==> src/rtl/rf_wb_if.sv <==
// rf_wb_if: register-file writeback bus between two requesters and the
// write-port arbiter.
//   req0_*          : in-order pipeline writeback request (valid/rd/data, ready back)
//   req1_*          : long-latency unit return request (valid/rd/data, ready back)
//   rddata_wr       : register-file write data
//   rdsel_wr        : register-file destination select
//   phase_writeback : register-file write enable, one-cycle pulse
//   starve_cnt      : current req1 wait count (debug)
// Modports: master = requester/register-file side, slave = arbiter side.
interface rf_wb_if #(
    parameter int XLEN = 32
);
    logic            req0_valid;
    logic [4:0]      req0_rd;
    logic [XLEN-1:0] req0_data;
    logic            req0_ready;

    logic            req1_valid;
    logic [4:0]      req1_rd;
    logic [XLEN-1:0] req1_data;
    logic            req1_ready;

    logic [XLEN-1:0] rddata_wr;
    logic [4:0]      rdsel_wr;
    logic            phase_writeback;
    logic [3:0]      starve_cnt;

    modport master (
        output req0_valid, req0_rd, req0_data,
        input  req0_ready,
        output req1_valid, req1_rd, req1_data,
        input  req1_ready,
        input  rddata_wr, rdsel_wr, phase_writeback, starve_cnt
    );

    modport slave (
        input  req0_valid, req0_rd, req0_data,
        output req0_ready,
        input  req1_valid, req1_rd, req1_data,
        output req1_ready,
        output rddata_wr, rdsel_wr, phase_writeback, starve_cnt
    );
endinterface

==> src/rtl/rf_wb_arbiter.sv <==
// rf_wb_arbiter: shares the single register-file write port between the
// pipeline writeback (req0, fixed priority) and the long-latency unit (req1).
// A saturating starvation counter forces a req1 grant once req1 has waited
// STARVE_MAX consecutive cycles. The granted write is registered (one cycle
// from transfer to phase_writeback); writes to x0 are accepted but squashed.
//   clk : clock
//   rst : synchronous reset, active-high
//   bus : rf_wb_if slave modport (requests, readys, write port, starve_cnt)
module rf_wb_arbiter #(
    parameter int XLEN       = 32,
    parameter int STARVE_MAX = 4    // legal range 1..15
) (
    input  logic    clk,
    input  logic    rst,
    rf_wb_if.slave  bus
);

    typedef enum logic {
        PRIO0,
        FORCE1
    } state_t;

    localparam logic [3:0] STARVE_LIM = 4'(STARVE_MAX);

    state_t          state, state_next;
    logic            grant0, grant1;
    logic [3:0]      cnt_q, cnt_next;
    logic [4:0]      sel_rd;
    logic [XLEN-1:0] sel_data;
    logic            wr_en;

    logic            wb_q;
    logic [4:0]      rd_q;
    logic [XLEN-1:0] data_q;

    // Grant, counter and next-state logic.
    // NOTE: every always_comb output gets a default first so no path can
    // leave a value unassigned and infer a latch.
    always_comb begin
        grant0     = 1'b0;
        grant1     = 1'b0;
        cnt_next   = cnt_q;
        state_next = state;

        // No transfer is possible during a reset cycle.
        if (!rst) begin
            // FORCE1 only overrides when req1 is still asking; a withdrawn
            // req1 falls straight through to the normal priority order.
            if (state == FORCE1 && bus.req1_valid) begin
                grant1 = 1'b1;
            end else if (bus.req0_valid) begin
                grant0 = 1'b1;
            end else if (bus.req1_valid) begin
                grant1 = 1'b1;
            end
        end

        if (!bus.req1_valid || grant1) begin
            cnt_next = 4'd0;
        end else if (cnt_q != 4'hF) begin
            cnt_next = cnt_q + 4'd1;
        end

        case (state)
            PRIO0:  if (cnt_next >= STARVE_LIM) state_next = FORCE1;
            FORCE1: if (grant1 || !bus.req1_valid) state_next = PRIO0;
            default: state_next = PRIO0;
        endcase
    end

    assign sel_rd   = grant1 ? bus.req1_rd   : bus.req0_rd;
    assign sel_data = grant1 ? bus.req1_data : bus.req0_data;
    // x0 transfers complete the handshake but never reach the register file.
    assign wr_en    = (grant0 || grant1) && (sel_rd != 5'd0);

    // NOTE: sequential state uses non-blocking assignments so every register
    // samples the pre-edge values regardless of statement order.
    always_ff @(posedge clk) begin
        if (rst) begin
            state <= PRIO0;
            cnt_q <= 4'd0;
        end else begin
            state <= state_next;
            cnt_q <= cnt_next;
        end
    end

    // Output stage: rd/data only update on a real write so they hold their
    // last value between pulses.
    always_ff @(posedge clk) begin
        if (rst) begin
            wb_q   <= 1'b0;
            rd_q   <= 5'd0;
            data_q <= '0;
        end else begin
            wb_q <= wr_en;
            if (wr_en) begin
                rd_q   <= sel_rd;
                data_q <= sel_data;
            end
        end
    end

    assign bus.req0_ready      = grant0;
    assign bus.req1_ready      = grant1;
    // A write registered just before reset is dropped in the reset cycle.
    assign bus.phase_writeback = wb_q && !rst;
    assign bus.rdsel_wr        = rd_q;
    assign bus.rddata_wr       = data_q;
    assign bus.starve_cnt      = cnt_q;

endmodule

==> src/flat_wrapper.sv <==
// flat-port wrapper written by rule: the top's interface ports become plain ports
module rf_wb_arbiter_flat 
#(
    parameter int XLEN       = 32,
    parameter int STARVE_MAX = 4                        
)
  (clk, rst, bus_req0_valid, bus_req0_rd, bus_req0_data, bus_req0_ready, bus_req1_valid, bus_req1_rd, bus_req1_data, bus_req1_ready, bus_rddata_wr, bus_rdsel_wr, bus_phase_writeback, bus_starve_cnt);
  rf_wb_if #(.XLEN(XLEN)) bus_i ();
  input  logic clk;
  input  logic rst;
  input wire logic [$bits(bus_i.req0_valid)-1:0] bus_req0_valid;
  input wire logic [$bits(bus_i.req0_rd)-1:0] bus_req0_rd;
  input wire logic [$bits(bus_i.req0_data)-1:0] bus_req0_data;
  output wire logic [$bits(bus_i.req0_ready)-1:0] bus_req0_ready;
  input wire logic [$bits(bus_i.req1_valid)-1:0] bus_req1_valid;
  input wire logic [$bits(bus_i.req1_rd)-1:0] bus_req1_rd;
  input wire logic [$bits(bus_i.req1_data)-1:0] bus_req1_data;
  output wire logic [$bits(bus_i.req1_ready)-1:0] bus_req1_ready;
  output wire logic [$bits(bus_i.rddata_wr)-1:0] bus_rddata_wr;
  output wire logic [$bits(bus_i.rdsel_wr)-1:0] bus_rdsel_wr;
  output wire logic [$bits(bus_i.phase_writeback)-1:0] bus_phase_writeback;
  output wire logic [$bits(bus_i.starve_cnt)-1:0] bus_starve_cnt;
  assign bus_i.req0_valid = bus_req0_valid;
  assign bus_i.req0_rd = bus_req0_rd;
  assign bus_i.req0_data = bus_req0_data;
  assign bus_req0_ready = bus_i.req0_ready;
  assign bus_i.req1_valid = bus_req1_valid;
  assign bus_i.req1_rd = bus_req1_rd;
  assign bus_i.req1_data = bus_req1_data;
  assign bus_req1_ready = bus_i.req1_ready;
  assign bus_rddata_wr = bus_i.rddata_wr;
  assign bus_rdsel_wr = bus_i.rdsel_wr;
  assign bus_phase_writeback = bus_i.phase_writeback;
  assign bus_starve_cnt = bus_i.starve_cnt;
  rf_wb_arbiter #(.XLEN(XLEN), .STARVE_MAX(STARVE_MAX)) u_core (.clk(clk), .rst(rst), .bus(bus_i));
endmodule
==> config.mk <==
export PLATFORM = sky130hd
export DESIGN_NAME = rf_wb_arbiter_flat
export DESIGN_NICKNAME = d
export VERILOG_FILES = /design/src/rtl/rf_wb_if.sv /design/src/rtl/rf_wb_arbiter.sv /design/src/flat_wrapper.sv
export SDC_FILE = /design/constraint.sdc
export NUM_CORES = 1
export LEC_CHECK = 0
export CORE_MARGIN = 5
export CORE_UTILIZATION = 35
export CTS_CLUSTER_DIAMETER = 30
export DETAILED_ROUTE_END_ITERATION = 10
export PLACE_DENSITY = 0.72
export SLEW_MARGIN = 20
export SYNTH_ARGS = -nofsm -noshare
export SYNTH_HDL_FRONTEND = slang
export SYNTH_SLANG_ARGS = --single-unit
export TNS_END_PERCENT = 10
==> constraint.sdc <==
create_clock -name clk -period 1.84 [get_ports clk]
set_clock_uncertainty 0.2 [all_clocks]
set_input_delay 0.276 -clock clk [delete_from_list [all_inputs] [get_ports clk]]
set_output_delay 0.276 -clock clk [all_outputs]
set_load 0.1 [all_outputs]
Yosys cells after proc, flatten, opt, wreduce, memory -nomap -nowiden --
Index checks and enable logic that the tools add are counted.
Storage, ports and cells: flip-flop bits (word level) 43, bits in latches 0, memory bits (writable) 0, ROM bits 0, output and inout port bits 44, memories kept 0
Operators by class: add/subtract/negate cells 1, multipliers 0, div/mod/pow operators 0, magnitude comparators 1, equality and inequality tests 1, shift-type cells 0, muxes and demuxes 14, bitwise gates (word level) 1, reductions and logical operators 8
Operator list (count):
- $mux 32 | 1
- $mux 1 | 9
- $mux 4 | 2
- $mux 5 | 1
- $reduce_bool 5->1 | 1
- $add 4x1->4 const B | 1
- $ge 4x3->1 const B | 1
- $ne 4x4->1 const B | 1
- $logic_and 1x1->1 | 3
- $logic_not 1->1 | 2
- $logic_or 1x1->1 | 2
- $pmux 1 s2 | 1
- $not 1->1 | 1

Longest topological paths before layout --
word-level depth 9, mapped depth 7, mapped depth without buffers 5

Worst setup path before layout --
Ideal clock, no wire load.
path type reg2reg, from reg u_core.state, to reg u_core.data_q[0], in the netlist u_core.bus.rddata_wr[0], setup time 72 ps, arrival 2865 ps, setup slack -1297 ps, cell stages (with the launch flop) 8, period minus slack after synthesis 3137 ps, path through dfxtp_1 > nand2b_1 > clkbuf_1 > a21oi_1 > a21o_1 > buf_6 > buf_12 > mux2i_1
Between the ends: elaborated cells on any way between the ends 10, classes of those cells mux: 6; reduce/logical: 4
RTL lines:
- start: declaration | RTL line rf_wb_arbiter.sv:25 | state_t state, state_next;
- start signal: assignment | RTL line rf_wb_arbiter.sv:83 | state <= state_next;
- $logic_and 1x1->1 | RTL line rf_wb_arbiter.sv:49 | if (state == FORCE1 && bus.req1_valid) begin
- $mux 1 | RTL line rf_wb_arbiter.sv:49
- $mux 1 | RTL line rf_wb_arbiter.sv:46 | if (!rst) begin
- named net bus_req0_ready | RTL line flat_wrapper.sv:14 | output wire logic [$bits(bus_i.req0_ready)-1:0] bus_req0_ready;
- $logic_or 1x1->1 | RTL line rf_wb_arbiter.sv:74 | assign wr_en = (grant0 || grant1) && (sel_rd != 5'd0);
- $logic_and 1x1->1 | RTL line rf_wb_arbiter.sv:74
- end signal: assignment | RTL line rf_wb_arbiter.sv:99 | data_q <= sel_data;
- end: declaration | RTL line rf_wb_arbiter.sv:34 | logic [XLEN-1:0] data_q;
The timed path passes the listed nets, and every way through them passes these cells. A chain may end at the register's enable or synchronous reset.

Final worst setup path --
from in bus_req0_rd[2], to reg u_core.data_q[9], in the netlist u_core.bus.rddata_wr[9]
Between the ends: word-level cells in the longest chain between the ends 3
Ends and longest elaborated chain:
- start: declaration | RTL line flat_wrapper.sv:12 | input wire logic [$bits(bus_i.req0_rd)-1:0] bus_req0_rd;
- $mux 5 | RTL line rf_wb_arbiter.sv:71 | assign sel_rd = grant1 ? bus.req1_rd : bus.req0_rd;
- $reduce_bool 5->1 | RTL line rf_wb_arbiter.sv:74
- $logic_and 1x1->1 | RTL line rf_wb_arbiter.sv:74
Every way passes these cells.

==> flow_metrics.tcl <==
set metrics [dict create \
    outcome "completed" \
    die_height_um 89.9 \
    core_region_area_um2 6280 \
    route.detailed.vias_per_inst 4.97 \
    tritoncts_clock_tree "built" \
    synth_cell_types 31 \
    synth.net_count 298 \
    overall_power_consumption_mw 3.56 \
    power.density_nw_per_um2 811 \
    synth_area_leader_cell "dfxtp_1" \
    worst_ep_arrival_time_ns 1.79 \
    detail-route-antenna-nets 0 \
    grt_pass1_wl_um 11400 \
    port_buffers 121 \
    fp.dieW_um 89.9 \
    first_global_vias 2265 \
    post-route-util_pct 70.0 \
    cts_buffer_depth 2 \
    syn_avg_cell_area_um2 10.2 \
    worst_hold_path_type "in -> reg" \
    clkLatencyLatePin_ns 0.29 \
    timing.critical_path.fanout_max 5 \
    grt_antenna_before_repair 0 \
    fin_nets 442 \
    final_layout_size_suffix_gt1_share_pct 27.7 \
    diodes 0 \
    tot_gr_track_use_pct 16.8 \
    place.detailed.instances 428 \
    intPower_mw 2.15 \
    layout.cell_area.non_filler_um2 4390 \
    total_die_area_um2 8070 \
    remaining_drc_errors 0 \
    clock-root-buffer "clkbuf_8" \
    fmax_ghz 0.552 \
    ir_worst_vdd_mv 0.537 \
    cp-start-kind "primary input" \
    criticalPathCategory "in -> reg" \
    routed-via-count 2193 \
    layoutNonFillerInstCount 441 \
    synth_area_leaders "dfxtp_1, mux2i_1, nand2b_1, buf_12, a21o_1" \
    proportion_of_synthesized_chip_area_in_sequential_cells_pct 38.6 \
    max_slew.worst_pin.slew_ns 0.424 \
    finalHoldViolations 0 \
    leakagePower_nw 1.98 \
    yosysWarningCount 0 \
    postPlaceCellArea_um2 4140 \
    sum_of_overflow_across_all_layers_after_global_routing 0 \
    critPathCaptureType "register" \
    report.final.setup_viol 0 \
    gpl.final_weighted_congestion 0.855 \
    cts-buffers-inserted 5 \
    hold_buffers 0 \
    postSynthCellCount 219 \
    number_of_ports_placed_on_the_die_boundary 122 \
    power_switching_share_pct 39.7 \
    power.share.sequential_pct 31.8 \
    initialDrtViolationCount 62 \
    post-synth-top-area-fraction_pct 38.6 \
    most-common-layout-cells "clkdlybuf4s50_1, mux2i_1, buf_12" \
    hpwl_um 5420 \
    drv_cap 0 \
    mostFrequentLayoutCell "clkdlybuf4s50_1" \
    drt-pass1-iter-count 4 \
    grt_max_degree 24 \
    clkPwrFrac_pct 21.0 \
    cp.required_ns 1.82 \
    synth.ff_latch_count 43 \
    clk_pin_slew_worst_paths_ns 0.09 \
    initial_utilization_pct 35.6 \
    power_switching_mw 1.42 \
    post_drt_wl_per_cell_um 16.1 \
    htree_num_levels 2 \
    rsz0062_at_grt "no" \
    route.final.wire_length_um 7090 \
    combinational_group_share_of_total_power_pct 47.2 \
    synth_area_um2 2230 \
    timing.final.max_slew_violations 0 \
    num_rows 29 \
    final.min_clock_period_ns 1.81 \
    period_share_pct 98.4 \
    layout-area-overhead-vs-synth_pct 96.7 \
    cts_num_sinks 43 \
    relSlewSlack_pct 71.7 \
]
[registers in the layout, indices dropped and copies added (netlist names)]
signal and count:
u_core.bus.rddata_wr 32, u_core.bus.rdsel_wr 5, u_core.bus.starve_cnt 4, u_core.state 1, u_core.wb_q 1
[cells in the mapped netlist, drive strengths merged]
cell type	instances
mux2i	65
dfxtp	43
nand2b	33
buf	8
clkbuf	6
nand2	6
nand3	6
a21o	5
a31oi	5
nor2	5
a211oi	4
o2111ai	4
o21ai	4
or3	4
a21oi	3
nor2b	3
nor3	3
inv	2
a2111oi	1
ha	1
nand4bb	1
nor4	1
o21bai	1
o311a	1
o32ai	1
or2	1
or4	1
xnor2	1
[cell type report]
class                   count  area, um^2
fillers                   475        1890
inverters                   2        11.3
clock buffers               5        68.8
flip-flops and latches     43         863
multi-input cells         160        1320
clock inverters             3        43.8
repair buffers            151        1990
well taps                  77        96.3
[kinds of logic (layout without fill, tap and decap cells)]
kind of cell             after synthesis  in the layout  share of synthesized area (%)
XOR/XNOR                               1              1                          0.392
multiplexers                          65             65                           29.1
flip-flops                            43             43                           38.6
buffers and inverters                 16            161                           5.44
AO/OA/AOI/OAI                         29             29                           9.36
AND/OR/NAND/NOR                       64             64                           16.5
adder cells (fa/ha/maj)                1              1                          0.560
[final timing paths]
check	to	start	slack, ns	depth (start not counted)
max	u_core.bus.rddata_wr[9]$_SDFFE_PP0P_	bus_req0_rd[2]	0.03	6
min	u_core.bus.rdsel_wr[4]$_SDFFE_PP0P_	bus_req0_rd[3]	0.26	4
max reg2reg	u_core.bus.rdsel_wr[4]$_SDFFE_PP0P_	u_core.state$_SDFF_PP0_	0.12	5
min reg2reg	u_core.bus.rddata_wr[14]$_SDFFE_PP0P_	u_core.bus.rddata_wr[14]$_SDFFE_PP0P_	0.31	2
[stage by stage]
step | setup TNS (ns) | worst slack, ns | hold slack (ns)
floorplan | -7.99 | -0.249 | 0.262
global placement | -15.90 | -0.449 | 0.293
detailed placement | -17.62 | -0.510 | 0.302
CTS | 0 | 0.000701 | 0.270
global route | 0 | 0.00713 | 0.283
finish | 0 | 0.0289 | 0.264
[power by group through the flow]
stage / sequential [mW] / combinational [mW] / clock (mW)
final: 1.13 / 1.68 / 0.747
after detailed placement: 1.16 / 1.64 / 0
after CTS: 1.14 / 1.69 / 0.764
after global placement: 1.15 / 1.62 / 0
after global routing: 1.15 / 1.74 / 0.809
after floorplan: 1.78 / 0.295 / 0
[critical path, cell delays in order]
cell,delay [ns]
clkdlybuf4s15_2,0.19
or3_4,0.38
or3_4,0.35
a21o_4,0.29
buf_16,0.17
mux2i_2,0.14
[layer usage]
layer  routed length, um  share of wire [%]  global-route usage (%)
met1                3030                 43                    20.4
met2                3360                 47                    27.8
met3                 613                8.6                    6.59
met4                  86                1.2                    3.85
met5                   0                  0                       0
[timing repair]
item | in CTS | in global routing
resized for setup | 24 | 7
endpoints found under the setup margin | 38 | 35
pin swaps | 5 | 5
buffers inserted | 1 | 1
cloned | 3 | 0
Note: power is estimated with default switching activity, not from simulation.
